### src/rtl/vga_arb_pkg.sv
// Shared types and defaults for the VGA write-port arbiter.
// Optional feature macro used by the arbiter: ARB_WATCHDOG_EN.
package vga_arb_pkg;

  typedef enum logic {
    IDLE  = 1'b0,
    BURST = 1'b1
  } arb_state_t;

  localparam int N_REQ_DEF     = 4;
  localparam int X_W_DEF       = 8;
  localparam int Y_W_DEF       = 7;
  localparam int COL_W_DEF     = 3;
  localparam int SCREEN_W_DEF  = 160;
  localparam int SCREEN_H_DEF  = 120;
  localparam int MAX_BURST_DEF = 19200;

  // A pixel is drawn only when both coordinates fall inside the visible area.
  function automatic logic on_screen(input int x, input int y, input int w, input int h);
    return (x < w) && (y < h);
  endfunction

endpackage

### src/rtl/vga_write_arbiter_if.sv
// Bundle of pixel-writer request buses and the adapter-side write port.
// master: the writers / adapter side; slave: the arbiter.
interface vga_write_arbiter_if
  import vga_arb_pkg::*;
#(
  parameter int N_REQ = N_REQ_DEF,
  parameter int X_W   = X_W_DEF,
  parameter int Y_W   = Y_W_DEF,
  parameter int COL_W = COL_W_DEF
);

  logic [N_REQ-1:0]       req;
  logic [N_REQ-1:0]       req_last;
  logic [N_REQ*X_W-1:0]   req_x;
  logic [N_REQ*Y_W-1:0]   req_y;
  logic [N_REQ*COL_W-1:0] req_colour;
  logic [N_REQ-1:0]       gnt;
  logic                   busy;
  logic [X_W-1:0]         vga_x;
  logic [Y_W-1:0]         vga_y;
  logic [COL_W-1:0]       vga_colour;
  logic                   vga_plot;
  logic                   burst_timeout;

  modport master (
    output req, req_last, req_x, req_y, req_colour,
    input  gnt, busy, vga_x, vga_y, vga_colour, vga_plot, burst_timeout
  );

  modport slave (
    input  req, req_last, req_x, req_y, req_colour,
    output gnt, busy, vga_x, vga_y, vga_colour, vga_plot, burst_timeout
  );

endinterface

### src/rtl/vga_write_arbiter_rr_pick.sv
// Combinational rotating-priority picker: first set request at or above the
// pointer, wrapping around; returns it one-hot plus a valid flag.
module rr_pick #(
  parameter int N_REQ = 4,
  parameter int PTR_W = 2
) (
  input  logic [N_REQ-1:0] i_req,
  input  logic [PTR_W-1:0] i_ptr,
  output logic [N_REQ-1:0] o_pick,
  output logic             o_valid
);

  logic [PTR_W-1:0] w_idx;

  // Scan from the pointer upward; the first hit wins and blocks later ones.
  always_comb begin
    o_pick  = '0;
    o_valid = 1'b0;
    w_idx   = '0;
    for (int k = 0; k < N_REQ; k++) begin
      w_idx = PTR_W'((int'(i_ptr) + k) % N_REQ);
      if (!o_valid && i_req[w_idx]) begin
        o_pick[w_idx] = 1'b1;
        o_valid       = 1'b1;
      end
    end
  end

endmodule

### src/rtl/vga_write_arbiter.sv
// Round-robin arbiter sharing the VGA adapter write port among pixel writers.
// Bursts are granted whole; off-screen pixels are accepted but not plotted.
// Define ARB_WATCHDOG_EN to add a burst-length watchdog that forces a release.
module vga_write_arbiter
  import vga_arb_pkg::*;
#(
  parameter int N_REQ     = N_REQ_DEF,
  parameter int X_W       = X_W_DEF,
  parameter int Y_W       = Y_W_DEF,
  parameter int COL_W     = COL_W_DEF,
  parameter int SCREEN_W  = SCREEN_W_DEF,
  parameter int SCREEN_H  = SCREEN_H_DEF,
  parameter int MAX_BURST = MAX_BURST_DEF
) (
  input  logic               clk,
  input  logic               reset,
  vga_write_arbiter_if.slave bus
);

  localparam int PTR_W = (N_REQ > 1) ? $clog2(N_REQ) : 1;

  arb_state_t       r_state, w_state_nxt;
  logic [N_REQ-1:0] r_gnt, w_gnt_nxt;
  logic [PTR_W-1:0] r_gidx, w_gidx_nxt;
  logic [PTR_W-1:0] r_ptr, w_ptr_nxt;
  logic [N_REQ-1:0] w_pick;
  logic             w_pick_vld;
  logic [PTR_W-1:0] w_pick_idx;

  logic [X_W-1:0]   w_x;
  logic [Y_W-1:0]   w_y;
  logic [COL_W-1:0] w_col;
  logic             w_acc, w_acc_last, w_wd_fire, w_release;
  logic             w_vld_nxt, w_to_nxt;

  logic [X_W-1:0]   r_vga_x_p1;
  logic [Y_W-1:0]   r_vga_y_p1;
  logic [COL_W-1:0] r_vga_col_p1;
  logic             r_vld_p1;
  logic             r_timeout_p1;

  rr_pick #(.N_REQ(N_REQ), .PTR_W(PTR_W)) u_pick (
    .i_req   (bus.req),
    .i_ptr   (r_ptr),
    .o_pick  (w_pick),
    .o_valid (w_pick_vld)
  );

  // Convert the picker's one-hot choice to an index for slice selection.
  always_comb begin
    w_pick_idx = '0;
    for (int i = 0; i < N_REQ; i++) begin
      if (w_pick[i]) w_pick_idx = PTR_W'(i);
    end
  end

  assign w_x   = bus.req_x[r_gidx*X_W +: X_W];
  assign w_y   = bus.req_y[r_gidx*Y_W +: Y_W];
  assign w_col = bus.req_colour[r_gidx*COL_W +: COL_W];

  assign w_acc      = (r_state == BURST) && bus.req[r_gidx];
  assign w_acc_last = w_acc && bus.req_last[r_gidx];

`ifdef ARB_WATCHDOG_EN
  localparam int CNT_W = $clog2(MAX_BURST + 1);
  logic [CNT_W-1:0] r_wd_cnt;

  // Burst-length counter: zero on the first granted cycle, +1 per BURST cycle.
  always_ff @(posedge clk) begin
    if (!reset)                r_wd_cnt <= '0;
    else if (r_state == IDLE)  r_wd_cnt <= '0;
    else                       r_wd_cnt <= r_wd_cnt + CNT_W'(1);
  end

  assign w_wd_fire = (r_state == BURST) && (r_wd_cnt == CNT_W'(MAX_BURST - 1)) && !w_acc_last;
`else
  wire w_unused_max_burst = ^MAX_BURST;
  assign w_wd_fire = 1'b0;
`endif

  assign w_release = (r_state == BURST) && (w_acc_last || w_wd_fire);

  // FSM state register.
  always_ff @(posedge clk) begin
    if (!reset) r_state <= IDLE;
    else        r_state <= w_state_nxt;
  end

  // Next state: grant on any request, release on last pixel or watchdog.
  always_comb begin
    w_state_nxt = r_state;
    case (r_state)
      IDLE:    if (w_pick_vld) w_state_nxt = BURST;
      BURST:   if (w_release)  w_state_nxt = IDLE;
      default: w_state_nxt = IDLE;
    endcase
  end

  // Output decode: next grant, pointer, plot strobe and timeout pulse.
  always_comb begin
    w_gnt_nxt  = r_gnt;
    w_gidx_nxt = r_gidx;
    w_ptr_nxt  = r_ptr;
    w_vld_nxt  = 1'b0;
    w_to_nxt   = 1'b0;
    case (r_state)
      IDLE: begin
        if (w_pick_vld) begin
          w_gnt_nxt  = w_pick;
          w_gidx_nxt = w_pick_idx;
        end
      end
      BURST: begin
        w_vld_nxt = w_acc && on_screen(int'(w_x), int'(w_y), SCREEN_W, SCREEN_H);
        if (w_release) begin
          w_gnt_nxt = '0;
          w_ptr_nxt = PTR_W'((int'(r_gidx) + 1) % N_REQ);
          w_to_nxt  = w_wd_fire;
        end
      end
      default: w_gnt_nxt = '0;
    endcase
  end

  // Control registers: grant, round-robin pointer, plot strobe, timeout.
  always_ff @(posedge clk) begin
    if (!reset) begin
      r_gnt        <= '0;
      r_gidx       <= '0;
      r_ptr        <= '0;
      r_vld_p1     <= 1'b0;
      r_timeout_p1 <= 1'b0;
    end else begin
      r_gnt        <= w_gnt_nxt;
      r_gidx       <= w_gidx_nxt;
      r_ptr        <= w_ptr_nxt;
      r_vld_p1     <= w_vld_nxt;
      r_timeout_p1 <= w_to_nxt;
    end
  end

  // ---- stage p1: adapter pixel register, loaded only for drawn pixels ----
  always_ff @(posedge clk) begin
    if (!reset) begin
      r_vga_x_p1   <= '0;
      r_vga_y_p1   <= '0;
      r_vga_col_p1 <= '0;
    end else if (w_vld_nxt) begin
      r_vga_x_p1   <= w_x;
      r_vga_y_p1   <= w_y;
      r_vga_col_p1 <= w_col;
    end
  end

  assign bus.gnt           = r_gnt;
  assign bus.busy          = (r_state == BURST);
  assign bus.vga_x         = r_vga_x_p1;
  assign bus.vga_y         = r_vga_y_p1;
  assign bus.vga_colour    = r_vga_col_p1;
  assign bus.vga_plot      = r_vld_p1;
  assign bus.burst_timeout = r_timeout_p1;

endmodule

### src/flat_wrapper.sv
// flat-port wrapper written by rule: the top's interface ports become plain ports
module vga_write_arbiter_flat import vga_arb_pkg::*;
#(
  parameter int N_REQ     = N_REQ_DEF,
  parameter int X_W       = X_W_DEF,
  parameter int Y_W       = Y_W_DEF,
  parameter int COL_W     = COL_W_DEF,
  parameter int SCREEN_W  = SCREEN_W_DEF,
  parameter int SCREEN_H  = SCREEN_H_DEF,
  parameter int MAX_BURST = MAX_BURST_DEF
)
  (clk, reset, bus_req, bus_req_last, bus_req_x, bus_req_y, bus_req_colour, bus_gnt, bus_busy, bus_vga_x, bus_vga_y, bus_vga_colour, bus_vga_plot, bus_burst_timeout);
  vga_write_arbiter_if #(.N_REQ(N_REQ), .X_W(X_W), .Y_W(Y_W), .COL_W(COL_W)) bus_i ();
  input  logic clk;
  input  logic reset;
  input wire logic [$bits(bus_i.req)-1:0] bus_req;
  input wire logic [$bits(bus_i.req_last)-1:0] bus_req_last;
  input wire logic [$bits(bus_i.req_x)-1:0] bus_req_x;
  input wire logic [$bits(bus_i.req_y)-1:0] bus_req_y;
  input wire logic [$bits(bus_i.req_colour)-1:0] bus_req_colour;
  output wire logic [$bits(bus_i.gnt)-1:0] bus_gnt;
  output wire logic [$bits(bus_i.busy)-1:0] bus_busy;
  output wire logic [$bits(bus_i.vga_x)-1:0] bus_vga_x;
  output wire logic [$bits(bus_i.vga_y)-1:0] bus_vga_y;
  output wire logic [$bits(bus_i.vga_colour)-1:0] bus_vga_colour;
  output wire logic [$bits(bus_i.vga_plot)-1:0] bus_vga_plot;
  output wire logic [$bits(bus_i.burst_timeout)-1:0] bus_burst_timeout;
  assign bus_i.req = bus_req;
  assign bus_i.req_last = bus_req_last;
  assign bus_i.req_x = bus_req_x;
  assign bus_i.req_y = bus_req_y;
  assign bus_i.req_colour = bus_req_colour;
  assign bus_gnt = bus_i.gnt;
  assign bus_busy = bus_i.busy;
  assign bus_vga_x = bus_i.vga_x;
  assign bus_vga_y = bus_i.vga_y;
  assign bus_vga_colour = bus_i.vga_colour;
  assign bus_vga_plot = bus_i.vga_plot;
  assign bus_burst_timeout = bus_i.burst_timeout;
  vga_write_arbiter #(.N_REQ(N_REQ), .X_W(X_W), .Y_W(Y_W), .COL_W(COL_W), .SCREEN_W(SCREEN_W), .SCREEN_H(SCREEN_H), .MAX_BURST(MAX_BURST)) u_core (.clk(clk), .reset(reset), .bus(bus_i));
endmodule
### config.mk
export PLATFORM = sky130hd
export DESIGN_NAME = vga_write_arbiter_flat
export DESIGN_NICKNAME = d
export VERILOG_FILES = /design/src/rtl/vga_arb_pkg.sv /design/src/rtl/vga_write_arbiter_if.sv /design/src/rtl/vga_write_arbiter_rr_pick.sv /design/src/rtl/vga_write_arbiter.sv /design/src/flat_wrapper.sv
export SDC_FILE = /design/constraint.sdc
export NUM_CORES = 1
export LEC_CHECK = 0
export CORE_MARGIN = 8
export CORE_UTILIZATION = 25
export CTS_BUF_LIST = sky130_fd_sc_hd__clkbuf_16
export DETAILED_ROUTE_END_ITERATION = 10
export MAX_ROUTING_LAYER = met4
export PLACE_DENSITY = 0.61
export SYNTH_ARGS = -nofsm -noshare
export SYNTH_HDL_FRONTEND = slang
export SYNTH_SLANG_ARGS = --single-unit
### constraint.sdc
create_clock -name clk -period 7.07 [get_ports clk]
set_input_delay 0.707 -clock clk [delete_from_list [all_inputs] [get_ports clk]]
set_output_delay 0.707 -clock clk [all_outputs]
set_load 0.02 [all_outputs]
==> Yosys cells after proc, flatten, opt, wreduce, memory -nomap -nowiden <==
Cells that the tools add are included.
{ "op_classes": {"bitwise": 4, "n_mul": 2, "n_shift": 3, "n_mux": 38, "reduce_logical": 18, "add_sub_neg": 4, "order_cmp": 11, "eq_ne": 2} }
{ "op_table": {"columns": ["cell", "count"], "rows": [
  ["32-bit by 6-bit indexed part select with 8-bit output", 1],
  ["28-bit by 6-bit indexed part select with 7-bit output", 1],
  ["4-bit 2-to-1 mux", 6],
  ["1-bit 2-to-1 mux", 18],
  ["2-bit by 3-bit less-than comparator with 1-bit output, second input constant", 5],
  ["1-bit binary-select mux with 2-bit select", 6],
  ["1-bit logical AND", 12],
  ["4-bit OR", 3],
  ["12-bit by 5-bit indexed part select with 3-bit output", 1],
  ["1-bit demux with 2-bit select", 4],
  ["2-bit by 1-bit >= comparator with 1-bit output, second input constant", 4],
  ["8-bit less-than comparator, second input constant", 1],
  ["4-bit case mux with 2 select lines", 1],
  ["7-bit less-than comparator, second input constant", 1],
  ["2-bit AND reduction", 3],
  ["2-bit by 3-bit multiplier with 5-bit output, second input constant", 1],
  ["2-bit by 1-bit adder with 2-bit output, second input constant", 2],
  ["2-bit adder, second input constant", 2],
  ["2-bit by 2-bit multiplier with 4-bit output, second input constant", 1],
  ["2-bit 2-to-1 mux", 2],
  ["2-bit inequality test, second input constant", 2],
  ["1-bit logical NOT", 3],
  ["1-bit case mux with 2 select lines", 1],
  ["1-bit inverter", 1]
]} }
{ "totals": {"reg_bits": 28, "word_cells": 90} }

==> Logic depth before layout (Yosys ltp) <==
Gate-level depths: netlist (run 1).
{ "logic_depth": {"depth_word": 15, "depth_mapped": 9, "mapped_depth_nobuf": 7} }

==> Modules after synthesis <==
A second synthesis (run 1) with hierarchy kept.
{ "hier_totals": {"hier_cells": 215, "hier_area_um2": 2135.8} }
{ "by_module_without_submodules": {"columns": ["module", "n_inst", "cells_each", "seq_area_each_um2", "area_per_inst_um2"], "rows": [
  ["vga_write_arbiter", 1, 153, 560.5, 1641.6],
  ["rr_pick", 1, 62, 0.0, 494.2]
]} }

==> Worst setup path before layout (run 1) <==
Ideal clock, no wire load.
{ "synth_timing": {"path_type": "flip-flop to flip-flop", "start": "register u_core.r_ptr[0]", "end": "register u_core.r_gidx[0]", "path_buffers": 0, "arrival_time_ns": 2.411, "path_slack_ns": 4.585, "required_time_ns": 6.996, "path_stages_with_launch": 8, "cell_sequence": "dfxtp_1 inv_1 ha_1 mux4_2 or3b_1 a22oi_2 o211ai_1 a31oi_1"} }
{ "synth_via": {"elab_chain_cells": 15, "word_cells_on_any_way": 52, "cone_classes": "add/sub (3); order compare (8); mux (27); bitwise (3); reduce/logical (11)"} }
{ "synth_rtl": {"columns": ["element", "line_no", "source"], "rows": [
  ["start, declared", "vga_write_arbiter.sv:25", "logic [PTR_W-1:0] r_ptr, w_ptr_nxt;"],
  ["start signal, assigned", "vga_write_arbiter.sv:136", "r_ptr <= w_ptr_nxt;"],
  ["branches (longest 15 deep; another with 2-bit by 3-bit less-than comparator with 1-bit output)", null, null],
  ["end signal, assigned", "vga_write_arbiter.sv:135", "r_gidx <= w_gidx_nxt;"],
  ["end, declared", "vga_write_arbiter.sv:24", "logic [PTR_W-1:0] r_gidx, w_gidx_nxt;"]
]} }
Parallel ways; which one is timed is not known. The select of a mux whose other input is x is not followed.
A chain may end at the register's enable or synchronous reset.

==> Worst setup path after layout (run 1) <==
{ "layout_timing": {"start": "register u_core.r_gidx[0]", "end": "register u_core.r_vga_y_p1[2], in the netlist u_core.bus.vga_y[2]"} }
{ "layout_via": {"elab_chain_cells": 6, "word_cells_on_any_way": 11, "cone_classes": "mul (1); order compare (2); shift (2); mux (3); reduce/logical (3)"} }
{ "layout_rtl": {"columns": ["element", "line_no", "source"], "rows": [
  ["2-bit by 3-bit multiplier with 5-bit output", "vga_write_arbiter.sv:58", "assign w_y = bus.req_y[r_gidx*Y_W +: Y_W];"],
  ["28-bit by 6-bit indexed part select with 7-bit output", "vga_write_arbiter.sv:58", null],
  ["7-bit less-than comparator", "vga_arb_pkg.sv:20", "return (x < w) && (y < h);"],
  ["1-bit logical AND", "vga_arb_pkg.sv:20", null],
  ["1-bit logical AND", "vga_write_arbiter.sv:114", "w_vld_nxt = w_acc && on_screen(int'(w_x), int'(w_y), SCREEN_W, SCREEN_H);"],
  ["1-bit 2-to-1 mux", "vga_write_arbiter.sv:106", "case (r_state)"],
  ["end signal, assigned", "vga_write_arbiter.sv:150", "r_vga_y_p1 <= w_y;"],
  ["end, declared", "vga_write_arbiter.sv:37", "logic [Y_W-1:0] r_vga_y_p1;"]
]} }
Parallel ways exist; a longest one is shown, timed or not. The select of a mux whose other input is x is not followed.

==> impl_metrics.env, run 1 <==
export IMPL_status="complete, no violations"
export IMPL_cts_tree="done"
export IMPL_grt_total_usage_pct=11.14
export IMPL_rows=32
export IMPL_drt_iter0_markers=61
export IMPL_syn2layout_area_growth_pct=62.23
export IMPL_synth_seq_area_share_pct=29.07
export IMPL_worstReg2RegEnd="u_core.bus.vga_y[2]"
export IMPL_hold_depth=2
export IMPL_power_switching_uw=173.0
export IMPL_crit_path_start_kind="flop"
export IMPL_synth_cells=167
export IMPL_reg2reg_depth=6
export IMPL_hold_path_class="reg -> reg"
export IMPL_finalSetupViolCount=0
export IMPL_arrival_ns=3.35
export IMPL_layout_commonest_cell="clkdlybuf4s50_1"
export IMPL_grt_max_degree=24
export IMPL_grt_setup_unrepaired="no"
export IMPL_max_freq_ghz=0.3102
export IMPL_drt_total_wl_mm=5.911
export IMPL_port_buffers=105
export IMPL_power_leakage_nw=1.181
export IMPL_yosysWarnings=0
export IMPL_max_slew_margin_pct=24.50
export IMPL_die_h_um=103.8
export IMPL_initial_core_util_pct=25.35
export IMPL_layout_common_cells="clkdlybuf4s50_1 (105), dfxtp_1 (28), mux4_2 (23), nor2_1 (20), mux2i_1 (16)"
export IMPL_cp_required_ns=7.20
export IMPL_ios=107
export IMPL_cts_hold_buf=0
export IMPL_path_clk_slew_ns=0.07
export IMPL_cap_violations=0
export IMPL_overflow=0
export IMPL_final_area_mm2=0.003128
export IMPL_hold_end="u_core.bus.gnt[1]"
export IMPL_tns_ns=0
export IMPL_clk_latency_ns=0.26
export IMPL_drv_slew=0
export IMPL_power_density_mw_per_mm2=192.4
export IMPL_synth_net_count=255
export IMPL_avgSynthCellArea_um2=11.55
export IMPL_vdd_ir_drop_max_v=0.0001010
export IMPL_diodes=0
export IMPL_grt_pass1_wl_mm=9.687
export IMPL_timing_rr_start="u_core.r_gidx[0]"
export IMPL_synthesis_area_mm2=0.001928
export IMPL_die_x_um=103.8
export IMPL_nNetsFinal=356
export IMPL_drt_vias_per_instance=4.683
export IMPL_min_delay_start="u_core.bus.gnt[1]"
export IMPL_vias=1728
export IMPL_pwr_share_comb_pct=39.7
export IMPL_r2r_slack_ns=3.85
export IMPL_htree_num_levels=1
export IMPL_p_sw_share_pct=28.75
export IMPL_drc=0
export IMPL_cts_setup_buffers=0
export IMPL_hold_slack_ns=0.4730
export IMPL_worst_slew_pin_slew_ns=1.129
export IMPL_gp_congestion=0.7277
export IMPL_final_hold_violation_count=0
export IMPL_avgRoutedWirePerCell_um=16.02
export IMPL_cts_root_buf="clkbuf_16"
export IMPL_dpl_hpwl_mm=4.890
export IMPL_p_int_uw=428.8
export IMPL_die_area_mm2=0.01078
export IMPL_place_area_mm2=0.003023
export IMPL_cts_resized_gates=0
export IMPL_synth_cell_types=41
export IMPL_path_max_fanout=18
export IMPL_fin_crit_sh_pct=45.59
export IMPL_cts_made_buffers=3
export IMPL_share_seq_of_total_power_pct=33.0
export IMPL_critPathCaptureType="flop"
export IMPL_clk_path_buf_depth=2
export IMPL_synth_seq_cells=28
export IMPL_worstSetupPathType="reg -> reg"
export IMPL_drive_gt1_share_pct=14.23
export IMPL_final_min_clock_period_ns=3.224
export IMPL_grt_antenna_before_repair=0
export IMPL_first_pass_iters=4
export IMPL_drtAntennaViolNets=0
export IMPL_coreArea_mm2=0.007607
export IMPL_skew_ns=0.004284
export IMPL_grt_pass1_vias=1901
export IMPL_clkPwrFrac_pct=27.3
export IMPL_cts_sinks=28
==> cells by family after synthesis <==
group / share of synthesized area (%)
AO/OA/AOI/OAI: 14.60
multiplexers: 35.17
AND/OR/NAND/NOR: 10.32
XOR/XNOR: 0.4543
flip-flops: 29.07
buffers and inverters: 6.295
other: 0.1945
adder cells (fa/ha/maj): 3.893
==> cells in the mapped netlist <==
master / count / share of area [%]
dfxtp_1: 28 / 29
mux4_2: 23 / 27
nor2_1: 20 / 3.9
mux2i_1: 16 / 8.3
a21oi_1: 8 / 2.1
ha_1: 6 / 3.9
inv_1: 6 / 1.2
o21ai_1: 6 / 1.6
a21o_1: 3 / 1.2
clkbuf_1: 3 / 0.58
nand2_1: 3 / 0.58
nand3_1: 3 / 0.78
o21ai_0: 3 / 0.78
a2111oi_4: 2 / 2.9
a311oi_1: 2 / 0.91
buf_12: 2 / 2.1
buf_2: 2 / 0.52
buf_6: 2 / 1.2
inv_2: 2 / 0.39
nand3b_1: 2 / 0.78
nor3b_1: 2 / 0.78
o221a_1: 2 / 1.2
o22ai_1: 2 / 0.65
or3b_1: 2 / 0.91
a211oi_1: 1 / 0.39
a22oi_2: 1 / 0.65
a31oi_1: 1 / 0.32
a41oi_2: 1 / 0.84
and2_1: 1 / 0.32
and2_2: 1 / 0.39
and3_1: 1 / 0.32
buf_4: 1 / 0.39
conb_1: 1 / 0.19
nand4_1: 1 / 0.32
nor4_1: 1 / 0.32
o211ai_1: 1 / 0.39
o21a_1: 1 / 0.39
o21a_2: 1 / 0.45
or2_2: 1 / 0.32
or3b_4: 1 / 0.58
xor2_1: 1 / 0.45
==> worst max path at each step <==
stage                                 from                        to  slack, ns
after floorplan            u_core.r_ptr[0]          u_core.r_gidx[0]       4.58
after global placement          bus_req[1]  u_core.bus.vga_colour[2]       3.82
after detailed placement        bus_req[3]       u_core.bus.vga_y[1]       3.76
after CTS                 u_core.r_gidx[0]       u_core.bus.vga_y[2]       3.76
after global routing      u_core.r_gidx[0]       u_core.bus.vga_y[6]       3.52
final                     u_core.r_gidx[0]       u_core.bus.vga_y[2]       3.85
==> per-layer routing <==
| layer | GRT usage, % | vias up | share of wire, % |
|---|---|---|---|
| li1 | - | 839 | - |
| met1 | 13.40 | 829 | 44 |
| met2 | 18.97 | 58 | 51 |
| met3 | 2.169 | 2 | 4.2 |
| met4 | 2.172 | 0 | 0.61 |
| met5 | - | - | 0 |
==> worst max-delay path: stages, from the launching register on <==
cell and delay, ns:
dfxtp_1 0.70, buf_4 0.39, mux4_2 0.58, nand4_1 0.13, nand3_1 0.79, mux2i_1 0.42
nor2_1 0.06
==> power by group through the flow <==
stage	combinational, mW	sequential [mW]	clock, mW
after floorplan	0.144	0.206	0
after global placement	0.238	0.203	0
after detailed placement	0.241	0.203	0
after CTS	0.242	0.200	0.169
after global routing	0.258	0.202	0.176
final	0.239	0.198	0.164
==> layout make-up <==
type	count	area [um^2]
Sequential cell	28	560.5
Tap cell	102	127.6
Multi-Input combinational cell	121	1246
Fill cell	746	4479
Inverter	8	30.03
Timing Repair Buffer	106	1059
Clock buffer	3	75.07
Clock inverter	1	30.03
==> metrics by stage <==
stage | instances | worst slack [ns] | utilization, % | power [mW]
final | 369 | 3.846 | 41.12 | 0.6018
after global routing | 369 | 3.516 | 41.12 | 0.6365
after CTS | 369 | 3.762 | 41.12 | 0.6107
after detailed placement | 365 | 3.762 | 39.74 | 0.4448
after global placement | 365 | 3.821 | 39.74 | 0.4404
after floorplan | 167 | 4.585 | - | 0.3504
==> sequential cells by signal (all words and copies together) (netlist names) <==
name                   count
u_core.bus.busy            1
u_core.r_ptr               2
u_core.r_gidx              2
u_core.bus.gnt             4
u_core.bus.vga_colour      3
u_core.bus.vga_x           8
u_core.bus.vga_y           7
u_core.bus.vga_plot        1
(Power assumes the default switching activity.)
==> run 2, diff against run 1 <==
- PLACE_DENSITY: 0.61 -> 0.63
- clock period: 7.07 -> 2.8 ns (I/O delays scaled with it)
==> impl_metrics.env, run 2 (same netlist as run 1, synthesis figures left out) <==
export IMPL_status="complete, no violations"
export IMPL_clk_path_buf_depth=2
export IMPL_clk_latency_ns=0.26
export IMPL_power_switching_uw=436.5
export IMPL_worst_slew_pin_slew_ns=0.7254
export IMPL_cp_required_ns=2.99
export IMPL_cts_root_buf="clkbuf_16"
export IMPL_layout_commonest_cell="clkdlybuf4s50_1"
export IMPL_cts_setup_buffers=0
export IMPL_crit_path_start_kind="flop"
export IMPL_worstReg2RegEnd="u_core.r_gidx[1]"
export IMPL_path_clk_slew_ns=0.07
export IMPL_drv_slew=0
export IMPL_initial_core_util_pct=25.35
export IMPL_overflow=0
export IMPL_drt_iter0_markers=60
export IMPL_gp_congestion=0.7998
export IMPL_r2r_slack_ns=0.30
export IMPL_worstSetupPathType="reg -> reg"
export IMPL_hold_depth=2
export IMPL_syn2layout_area_growth_pct=63.21
export IMPL_ios=107
export IMPL_timing_rr_start="u_core.r_ptr[1]"
export IMPL_final_hold_violation_count=0
export IMPL_avgRoutedWirePerCell_um=15.75
export IMPL_first_pass_iters=4
export IMPL_dpl_hpwl_mm=4.982
export IMPL_vdd_ir_drop_max_v=0.0002539
export IMPL_finish_utilization_pct=41.37
export IMPL_cap_violations=0
export IMPL_hold_path_class="reg -> reg"
export IMPL_diodes=0
export IMPL_grt_max_degree=24
export IMPL_arrival_ns=2.69
export IMPL_power_density_mw_per_mm2=456.8
export IMPL_max_freq_ghz=0.4000
export IMPL_skew_ns=0.004964
export IMPL_die_h_um=103.8
export IMPL_filler_cell_count=761
export IMPL_nNetsFinal=362
export IMPL_final_min_clock_period_ns=2.500
export IMPL_cts_tree="done"
export IMPL_largest_reg_flops=8
export IMPL_p_sw_share_pct=30.36
export IMPL_p_int_mw=1.001
export IMPL_max_slew_margin_pct=51.59
export IMPL_cts_made_buffers=3
export IMPL_fin_crit_sh_pct=89.29
export IMPL_coreArea_mm2=0.007607
export IMPL_layout_common_cells="clkdlybuf4s50_1 (105), dfxtp_1 (28), mux4_2 (23), nor2_1 (20), mux2i_1 (16)"
export IMPL_clkPwrFrac_pct=22.4
export IMPL_rows=32
export IMPL_die_area_mm2=0.01078
export IMPL_reg2reg_depth=7
export IMPL_grt_total_usage_pct=11.21
export IMPL_finalSetupViolCount=0
export IMPL_hold_slack_ns=0.4712
export IMPL_cts_hold_buf=0
export IMPL_die_x_um=103.8
export IMPL_drt_vias_per_instance=4.699
export IMPL_grt_antenna_before_repair=0
export IMPL_min_delay_start="u_core.bus.gnt[1]"
export IMPL_port_buffers=105
export IMPL_tns_ns=0
export IMPL_drtAntennaViolNets=0
export IMPL_hold_end="u_core.bus.gnt[1]"
export IMPL_grt_pass1_wl_mm=9.735
export IMPL_critPathCaptureType="flop"
export IMPL_vias=1762
export IMPL_drive_gt1_share_pct=15.75
export IMPL_grt_setup_unrepaired="no"
export IMPL_drc=0
export IMPL_cts_sinks=28
export IMPL_grt_pass1_vias=1959
export IMPL_htree_num_levels=1
export IMPL_cts_resized_gates=0
export IMPL_power_leakage_nw=1.198
export IMPL_path_max_fanout=8
export IMPL_pwr_share_comb_pct=44.3
export IMPL_drt_total_wl_mm=5.908
export IMPL_share_seq_of_total_power_pct=33.4
-- run 2: metrics by stage --
step	total power, mW	setup WS [ns]	cell area [um^2]	cells
floorplan	0.8848	0.3145	1928	167
global placement	1.127	0.3272	3068	371
finish	1.438	0.2998	3147	375
CTS	1.462	0.2887	3147	375
global route	1.525	0.1321	3147	375
detailed placement	1.134	0.2973	3068	371
-- run 2: worst max-delay path: stages, from the launching register on --
cell	delay [ns]
dfxtp_1	0.47
inv_1	0.12
ha_1	0.40
mux4_2	0.61
nor3b_1	0.29
o22ai_1	0.16
and2_1	0.20
a41oi_2	0.18
-- run 2: metal layers --
layer	GRT usage, %	wire (um)	vias up
met5	-	0	-
met4	2.482	65	0
met3	2.478	246	6
met2	19.71	3056	70
met1	12.68	2540	828
li1	-	-	858
-- run 2: worst max-delay path by stage --
stage | start | end | slack, ns
2_1_floorplan | u_core.r_ptr[0] | u_core.r_gidx[0] | 0.31
3_3_place_gp | u_core.r_ptr[1] | u_core.r_gidx[0] | 0.33
3_5_place_dp | u_core.r_ptr[1] | u_core.r_gidx[0] | 0.30
4_1_cts | u_core.r_ptr[1] | u_core.r_gidx[0] | 0.29
5_1_grt | u_core.r_ptr[1] | u_core.r_gidx[0] | 0.13
6_report | u_core.r_ptr[1] | u_core.r_gidx[1] | 0.30
-- run 2: cell type report --
cell class	count	area, um^2	share of cell area (%)
clock buffer	3	75.07	2.386
clock inverter	1	3.754	0.1193
inverter	8	30.03	0.9543
multi-input combinational	121	1246	39.60
sequential	28	560.5	17.81
tap	102	127.6	4.056
timing repair buffer	112	1104	35.07
-- run 2: power by group through the flow --
stage          Clock, mW  Sequential (mW)  Combinational [mW]
2_1_floorplan          0            0.521               0.364
3_5_place_dp           0            0.490               0.644
6_report           0.322            0.479               0.637
5_1_grt            0.350            0.487               0.688
3_3_place_gp           0            0.488               0.639
4_1_cts            0.335            0.481               0.646
==> run 3, diff against run 2 <==
- PLACE_DENSITY: 0.63 -> 0.61
- clock period: 2.8 -> 3.2 ns (I/O delays scaled with it)
==> impl_metrics.env, run 3 (same netlist as run 1, synthesis figures left out) <==
export IMPL_clk_path_buf_depth=2
export IMPL_crit_path_start_kind="flop"
export IMPL_avgRoutedWirePerCell_um=16.48
export IMPL_post_layout_nonfiller_instances=373
export IMPL_drtAntennaViolNets=0
export IMPL_grt_setup_unrepaired="no"
export IMPL_critPathCaptureType="flop"
export IMPL_vias=1784
export IMPL_status="complete, no violations"
export IMPL_grt_pass1_vias=1895
export IMPL_final_hold_violation_count=0
export IMPL_power_mw=1.353
export IMPL_cts_setup_buffers=0
export IMPL_nNetsFinal=360
export IMPL_rows=32
export IMPL_cp_required_ns=3.40
export IMPL_ios=107
export IMPL_max_freq_ghz=0.3681
export IMPL_path_max_fanout=9
export IMPL_power_density_mw_per_mm2=426.8
export IMPL_overflow=0
export IMPL_power_switching_uw=394.5
export IMPL_cts_made_buffers=3
export IMPL_cts_sinks=28
export IMPL_share_seq_of_total_power_pct=32.3
export IMPL_finalSetupViolCount=0
export IMPL_p_int_uw=958.6
export IMPL_hold_path_class="reg -> reg"
export IMPL_dp_cells=369
export IMPL_clk_latency_ns=0.26
export IMPL_port_buffers=105
export IMPL_drt_total_wl_mm=6.146
export IMPL_skew_ns=0.004965
export IMPL_coreArea_mm2=0.007607
export IMPL_vdd_ir_drop_max_v=0.0002385
export IMPL_layout_common_cells="clkdlybuf4s50_1 (105), dfxtp_1 (28), mux4_2 (23), nor2_1 (20), mux2i_1 (16)"
export IMPL_arrival_ns=2.91
export IMPL_grt_antenna_before_repair=0
export IMPL_cts_resized_gates=0
export IMPL_max_slew_margin_pct=49.12
export IMPL_path_clk_slew_ns=0.07
export IMPL_worst_slew_pin_slew_ns=0.7621
export IMPL_place_area_mm2=0.003065
export IMPL_drt_iter0_markers=100
export IMPL_grt_max_degree=24
export IMPL_cts_hold_buf=0
export IMPL_cts_root_buf="clkbuf_16"
export IMPL_fin_crit_sh_pct=84.90
export IMPL_diodes=0
export IMPL_tns_ns=0
export IMPL_grt_pass1_wl_mm=10.04
export IMPL_p_sw_share_pct=29.16
export IMPL_die_h_um=103.8
export IMPL_drive_gt1_share_pct=15.50
export IMPL_power_leakage_nw=1.203
export IMPL_syn2layout_area_growth_pct=64.44
export IMPL_largest_reg_flops=8
export IMPL_die_area_mm2=0.01078
export IMPL_final_min_clock_period_ns=2.717
export IMPL_cap_violations=0
export IMPL_gp_congestion=0.7744
export IMPL_dpl_hpwl_mm=5.099
export IMPL_drc=0
export IMPL_final_area_mm2=0.003171
export IMPL_pwr_share_comb_pct=40.4
export IMPL_die_x_um=103.8
export IMPL_layout_commonest_cell="clkdlybuf4s50_1"
export IMPL_first_pass_iters=5
export IMPL_initial_core_util_pct=25.35
export IMPL_grt_total_usage_pct=11.59
export IMPL_clkPwrFrac_pct=27.4
export IMPL_htree_num_levels=1
export IMPL_drv_slew=0
export IMPL_cts_tree="done"
export IMPL_worstSetupPathType="reg -> reg"
export IMPL_drt_vias_per_instance=4.783
[run 3: cell types whose count changed in the layout (fill, tap and decap cells not counted), sizes merged]
cell / previous run / this run
buf: 7 / 5
bufinv: 0 / 1
clkinv: 1 / 0
[run 3: worst paths after layout]
kind                                          end  depth (start not counted)              start  slack (ns)
worst max-delay path             u_core.r_gidx[0]                          7    u_core.r_ptr[0]        0.48
worst min-delay path            u_core.bus.gnt[1]                          2  u_core.bus.gnt[1]        0.48
worst max register to register   u_core.r_gidx[0]                          7    u_core.r_ptr[0]        0.48
worst min register to register  u_core.bus.gnt[1]                          2  u_core.bus.gnt[1]        0.48
[run 3: metal layers]
| metal | global-route usage, % | routed length (um) |
|---|---|---|
| met1 | 13.81 | 2675 |
| met3 | 2.169 | 245 |
| met4 | 2.689 | 70 |
| met5 | - | 0 |
| met2 | 19.75 | 3155 |
[run 3: worst max-delay path, stage by stage (launching register included)]
cell and delay [ns]:
dfxtp_1 0.60, inv_1 0.21, ha_1 0.44, mux4_2 0.61
or3b_1 0.38, a22oi_2 0.17, o211ai_1 0.10, a31oi_1 0.14
[run 3: stage by stage]
step	hold slack [ns]	setup slack, ns	util [%]
3_5_place_dp	0.4756	0.4748	40.30
3_3_place_gp	0.4591	0.5636	40.30
2_1_floorplan	0.4375	0.7145	-
4_1_cts	0.4859	0.4701	41.68
6_report	0.4835	0.4832	41.68
5_1_grt	0.5075	0.2988	41.68
[run 3: final cells by class]
cell class / count / area [um^2]
Tap cell: 102 / 127.6
Fill cell: 739 / 4437
Clock buffer: 3 / 75.07
Clock inverter: 1 / 30.03
Sequential cell: 28 / 560.5
Multi-Input combinational cell: 121 / 1246
Timing Repair Buffer: 110 / 1101
Inverter: 8 / 30.03
[run 3: power groups by stage]
stage	Clock (mW)	Combinational [mW]	Sequential, mW
3_3_place_gp	0	0.544	0.443
5_1_grt	0.386	0.588	0.446
2_1_floorplan	0	0.318	0.456
6_report	0.370	0.546	0.437
3_5_place_dp	0	0.551	0.445
4_1_cts	0.381	0.552	0.438
